[config.mk]
export PLATFORM = sky130hd
export DESIGN_NAME = address_deserializer
export DESIGN_NICKNAME = d
export VERILOG_FILES = /design/src/rtl/address_deserializer.sv
export SDC_FILE = /design/constraint.sdc
export NUM_CORES = 1
export LEC_CHECK = 0
export ABC_AREA = 1
export CORE_ASPECT_RATIO = 0.9
export CORE_MARGIN = 3
export CORE_UTILIZATION = 40
export CTS_CLUSTER_DIAMETER = 30
export CTS_CLUSTER_SIZE = 40
export DETAILED_ROUTE_END_ITERATION = 10
export GPL_TIMING_DRIVEN = 0
export MAX_ROUTING_LAYER = met4
export PLACE_DENSITY = 0.67
export REMOVE_ABC_BUFFERS = 1
export SLEW_MARGIN = 20
export SYNTH_ARGS = -nofsm -noshare
export SYNTH_HDL_FRONTEND = slang
export SYNTH_SLANG_ARGS = --single-unit
[constraint.sdc]
create_clock -name clk -period 5.1 [get_ports clk]
set_input_delay 0.765 -clock clk [delete_from_list [all_inputs] [get_ports clk]]
set_output_delay 0.765 -clock clk [all_outputs]
set_load 0.1 [all_outputs]
[src/rtl/address_deserializer.sv]
// Reads the 16-bit host address out of two LV165A shift registers and
// unscrambles it into one atomically updated word with a done pulse.
module address_deserializer #(
  parameter int LOAD_CYCLES = 2,
  parameter int CLK_DIV     = 1
) (
  input  logic        clk,
  input  logic        reset,
  input  logic        i_start,
  input  logic        i_cancel,
  input  logic        i_adrin1,
  input  logic        i_adrin2,
  output logic        o_shld,
  output logic        o_serclk,
  output logic        o_busy,
  output logic        o_done,
  output logic [15:0] o_address,
  output logic [3:0]  o_count
);

  typedef enum logic [2:0] {IDLE, LOAD, LOW, SAMPLE, HIGH, DONE} state_t;

  localparam logic [15:0] LOAD_LAST = 16'(LOAD_CYCLES - 1);
  localparam logic [15:0] DIV_LAST  = 16'(CLK_DIV - 1);

  state_t      state, state_d;
  logic [15:0] phase_cnt, phase_cnt_d;
  logic [3:0]  bit_cnt, bit_cnt_d;
  logic [15:0] shadow, shadow_d;
  logic [15:0] address_d;

  // Board scramble: output bit that receives adrin1 / adrin2 at sample index n.
  function automatic logic [3:0] pos1(input logic [2:0] n);
    case (n)
      3'd0:    pos1 = 4'd6;
      3'd1:    pos1 = 4'd13;
      3'd2:    pos1 = 4'd9;
      3'd3:    pos1 = 4'd14;
      3'd4:    pos1 = 4'd15;
      3'd5:    pos1 = 4'd0;
      3'd6:    pos1 = 4'd8;
      default: pos1 = 4'd7;
    endcase
  endfunction

  function automatic logic [3:0] pos2(input logic [2:0] n);
    case (n)
      3'd0:    pos2 = 4'd10;
      3'd1:    pos2 = 4'd11;
      3'd2:    pos2 = 4'd3;
      3'd3:    pos2 = 4'd1;
      3'd4:    pos2 = 4'd2;
      3'd5:    pos2 = 4'd12;
      3'd6:    pos2 = 4'd4;
      default: pos2 = 4'd5;
    endcase
  endfunction

  always_ff @(posedge clk or negedge reset) begin
    if (!reset) begin
      state     <= IDLE;
      phase_cnt <= '0;
      bit_cnt   <= '0;
      shadow    <= '0;
      o_address <= '0;
    end else begin
      state     <= state_d;
      phase_cnt <= phase_cnt_d;
      bit_cnt   <= bit_cnt_d;
      shadow    <= shadow_d;
      o_address <= address_d;
    end
  end

  always_comb begin
    state_d     = state;
    phase_cnt_d = phase_cnt;
    bit_cnt_d   = bit_cnt;
    shadow_d    = shadow;
    address_d   = o_address;
    o_shld      = 1'b1;
    o_serclk    = 1'b0;
    o_busy      = 1'b1;
    o_done      = 1'b0;

    case (state)
      IDLE: begin
        o_busy = 1'b0;
        if (i_start) begin
          state_d     = LOAD;
          phase_cnt_d = '0;
        end
      end
      LOAD: begin
        o_shld = 1'b0;
        if (phase_cnt == LOAD_LAST) begin
          state_d     = LOW;
          phase_cnt_d = '0;
        end else begin
          phase_cnt_d = phase_cnt + 16'd1;
        end
      end
      LOW: begin
        if (phase_cnt == DIV_LAST) begin
          state_d     = SAMPLE;
          phase_cnt_d = '0;
        end else begin
          phase_cnt_d = phase_cnt + 16'd1;
        end
      end
      SAMPLE: begin
        shadow_d[pos1(bit_cnt[2:0])] = i_adrin1;
        shadow_d[pos2(bit_cnt[2:0])] = i_adrin2;
        bit_cnt_d = bit_cnt + 4'd1;
        // The final bit goes straight into the published word, so no partial value is ever seen.
        if (bit_cnt == 4'd7) begin
          state_d   = DONE;
          address_d = shadow_d;
        end else begin
          state_d     = HIGH;
          phase_cnt_d = '0;
        end
      end
      HIGH: begin
        o_serclk = 1'b1;
        if (phase_cnt == DIV_LAST) begin
          state_d     = LOW;
          phase_cnt_d = '0;
        end else begin
          phase_cnt_d = phase_cnt + 16'd1;
        end
      end
      DONE: begin
        o_done    = 1'b1;
        state_d   = IDLE;
        bit_cnt_d = '0;
      end
      default: state_d = IDLE;
    endcase

    // DONE is left out: by then the word is already published.
    if (i_cancel && state != IDLE && state != DONE) begin
      state_d     = IDLE;
      phase_cnt_d = '0;
      bit_cnt_d   = '0;
      shadow_d    = shadow;
      address_d   = o_address;
    end
  end

  assign o_count = bit_cnt;

endmodule

Word level (Yosys, flattened, before mapping)

Index checks and enable logic that the tools add are counted.

Flip-flop bits (word level): 55
Bits of input ports: 6
Output and inout bits: 24

$lt $le $gt $ge: 4
Reductions and logical operators: 15
Mux-type cells: 29
Equality and inequality tests: 19
Bitwise operators: 1
Add/sub/neg operators: 2

Operators with widths:

| operator                | number |
|---|---|
| $mux W16                | 5 |
| $pmux W16 S4            | 1 |
| $pmux W4 S7             | 2 |
| $bwmux W16              | 2 |
| $ne A3 B3 Y1 const B    | 6 |
| $add A16 B1 Y16 const B | 1 |
| $eq A16 B1 Y1 const B   | 1 |
| $logic_not A16 Y1       | 1 |
| $eq A3 B3 Y1 const B    | 5 |
| $mux W3                 | 5 |
| $pmux W3 S5             | 1 |
| $eq A3 B2 Y1 const B    | 4 |
| $mux W4                 | 3 |
| $lt A4 B5 Y1 const B    | 2 |
| $demux W1 S4            | 2 |
| $ge A4 B1 Y1 const B    | 2 |
| $pmux W4 S2             | 1 |
| $mux W1                 | 7 |
| $eq A3 B1 Y1 const B    | 2 |
| $logic_not A3 Y1        | 2 |
| $reduce_and A3 Y1       | 2 |
| $reduce_bool A3 Y1      | 2 |
| $reduce_bool A5 Y1      | 1 |
| $add A4 B1 Y4 const B   | 1 |
| 6 further kinds         | 9 |

Depth between registers and ports, before layout

Word-level depth: 9
Depth in mapped cells: 14
Gate-level depth less buffers: 14

Worst setup path before layout

OpenSTA, ideal clock, no wires.

Path kind: register to register
Start point: reg state[1]
End point: reg phase_cnt[1]
Path slack: 2.394 ns
Data arrival time: 2.624 ns
Data required time: 5.017 ns
Buffers on the path: 0
Cell stages (with the launch flop): 10
Cell sequence: dfrtp_1 > inv_1 > nand2_1 > nor2_1 > nor2_1 > inv_2 > nand2_1 > nand2_2 > inv_2 > o21ai_0

Cells in the longest elaborated chain, start to end: 5
Elaborated cells on any way between the ends: 16
Those cells by class: eq/ne (7); mux (2); reduce/logical (7)

Ends and longest elaborated chain:

| what                                                                 | RTL line | source |
|---|---|---|
| start: declaration                                                   | 26       | `state_t state, state_d;` |
| start signal: assignment                                             | 67       | `state <= state_d;` |
| parallel branches: the longest is 5 deep, another holds $pmux W16 S4 | n/a      |  |
| end signal: assignment                                               | 68       | `phase_cnt <= phase_cnt_d;` |
| end: declaration                                                     | 27       | `logic [15:0] phase_cnt, phase_cnt_d;` |

Parallel ways; which one is timed is not known.
A chain may end at the register's enable or synchronous reset.

Worst setup path in the final report

Start point: reg state[1]
End point: out o_shld

Cells in the longest elaborated chain, start to end: 2

Ends and longest elaborated chain:

| what             | RTL line | source |
|---|---|---|
| $eq A3 B1 Y1     | 86       | `case (state)` |
| $mux W1          | 86       |  |
| end: declaration | 13       | `output logic o_shld,` |

No other way between the ends.

==> reports/metrics.yaml <==
syn2layout_area_growth_pct: 15.6
ys_ff_latch: 55
cts.sink_count: 55
finalCritPeriodShare_pct: 65.7
worstPathArrival_ps: 2590
grt_pass1_vias: 2998
cts-resized-gates: 0
wl_per_cell_microns: 12.9
post_cts_buffers: 0
required_ps: 4340
place_inst: 618
status: "finished clean"
io_buffers: 29
hold_viol_final: 0
crit_start: "state[1]"
root_buffer: "clkbuf_8"
rr_endpoint: "phase_cnt[1]"
via_count: 3204
rsz0062_at_grt: "false"
timing.final.ws_setup_ps: 1750
start_kind: "flop"
worstSetupEndpointType: "output port"
diodes: 0
num_io_pins: 30
place_ws_ps: 1510
setup_viol: 0
clockBufferDepth: 2
cp_max_fo: 16
drtAntennaViolNets: 0
synthCells: 483
ir_drop_mv: 0.459
fill_cells: 840
regToRegSetupSlack_ps: 2030
cts_buffers: 5
core-area_sq_um: 8220
yosysSeqAreaShare_pct: 39.9
drc: 0
htree_levels: 2
cts_tree: "done"
synth_cell_types: 32
synthesis.area_sq_um: 3450
synth_top_area_share_pct: 39.9
overflow: 0
clock_skew_ps: 16.1
r2r_start: "state[2]"
synthFlopType: "dfrtp_1"
drive_gt1_share_pct: 8.41
min_path_type: "in2async"
p_leak_nw: 1.92
synthArstFlopShare_pct: 100
cts_hold_buffers: 0
clk_pin_slew_ps: 110
tightest_slew_ps: 974
timing_worst_setup_path_type: "reg2out"
fp.dieH_microns: 94.1
crit_end: "o_shld"
fin_nets: 525
synth_edf_count: 0
yosysWarnings: 0
final_max_slew_viol_count: 0
start_util_pct: 41.9
chipWidth_microns: 104
grt_max_degree: 56
reg2reg_depth: 9
drt_iter0_markers: 205
routed_wl_microns: 8060
antenna_found_initial: 0
worstSkewPairLatency_ps: 320
design.die.area_sq_um: 9770
post-route-util_pct: 48.4
synth_area_leaders: "dfrtp_1 (40%), nand2_1 (16%), nand3_1 (11%)"
avgViaCountPerCell: 5.12
grt_pass1_wl_microns: 14300
drtPass1Iterations: 5
yosys.area.top_type: "dfrtp_1"
dp_hpwl_microns: 5880
num_rows: 31
setup_tns_ps: 0
fmax_mhz: 298
grt_use_total_pct: 18.3
cap_violations: 0
slew_headroom_pct: 34.8
synth.avg_cell_area_sq_um: 7.14
powerDensity_nw_per_um2: 445
layout_min_cycle_time_ps: 3350
power_mw: 1.77
place_congestion: 0.894
fin_cells: 626
-- through the flow --
step           area, sq um  hold WS (ps)
2_1_floorplan         3390           443
3_3_place_gp          3820           462
3_5_place_dp          3850           464
4_1_cts               3980           421
5_1_grt               3980           430
6_report              3980           407
-- synthesized netlist by cell type, types with 9 or more instances --
master and n:
a21oi_1 9, dfrtp_1 55, ha_1 9, inv_1 43
inv_2 12, nand2_1 144, nand3_1 76, nor2_1 32
nor3_1 9, o21ai_0 14, o21ai_1 19
-- flip-flops by register name, indices dropped and copies added (netlist names) --
signal,cells
shadow,16
o_count,4
o_address,16
phase_cnt,16
state,3
-- worst max-delay path: stages, from the launching register on --
cell and delay (ps):
dfrtp_1 440, inv_1 90, nand2_1 90, nor2_2 580, inv_1 100, clkdlybuf4s50_1 990
-- area by class of cell --
type                    count  area, sq um  area share (%)
multi-input cells         362         1800            45.3
well taps                 115          144            3.61
repair buffers             30          315            7.91
inverters                  56          211            5.31
clock inverters             2         60.1            1.51
flip-flops and latches     55         1380            34.5
clock buffers               6         72.6            1.82
-- routing by layer --
layer	wire length, microns	track usage (%)
met2	3500	27.8
met4	138	6.09
met1	3980	24.8
met5	0	-
met3	447	3.23
-- cell usage in the layout (no fill, tap or decap), types with 5 or more instances in the layout --
master,instances
a21oi_1,9
clkbuf_8,5
clkdlybuf4s50_1,28
dfrtp_1,55
ha_1,9
inv_1,43
inv_2,12
nand2_1,144
nand2_2,6
nand3_1,76
nand4_1,8
nor2_1,31
nor2_2,6
nor3_1,9
o2111ai_1,8
o21ai_0,14
o21ai_1,19
xor2_1,6
-- worst min path at each step --
stage | from | to | slack (ps) | cells after the start
5_1_grt | reset | o_address[6] | 430 | 2
3_5_place_dp | o_address[0] | o_address[0] | 460 | 2
4_1_cts | reset | o_address[2] | 420 | 2
2_1_floorplan | shadow[0] | shadow[0] | 440 | 2
6_report | reset | shadow[2] | 410 | 2
3_3_place_gp | o_address[0] | o_address[0] | 460 | 2
-- power by group --
group	internal (mW)	switching [mW]	total, mW
registers	0.515	0.0514	0.566
logic	0.235	0.624	0.859
clock network	0.197	0.150	0.346
total	0.947	0.825	1.77
-- cells by family (layout without fill, tap and decap cells) --
logic type,after synthesis,in the layout,share of synthesized area (%)
AOI/OAI and AO/OA,57,57,9.69
and+or+nand+nor,290,290,37.8
adders and majority gates,9,9,3.27
buffers and inverters,66,94,7.80
DFF,55,55,39.9
xor gates and xnor gates,6,6,1.52
Power figures use the tool's default switching activity.
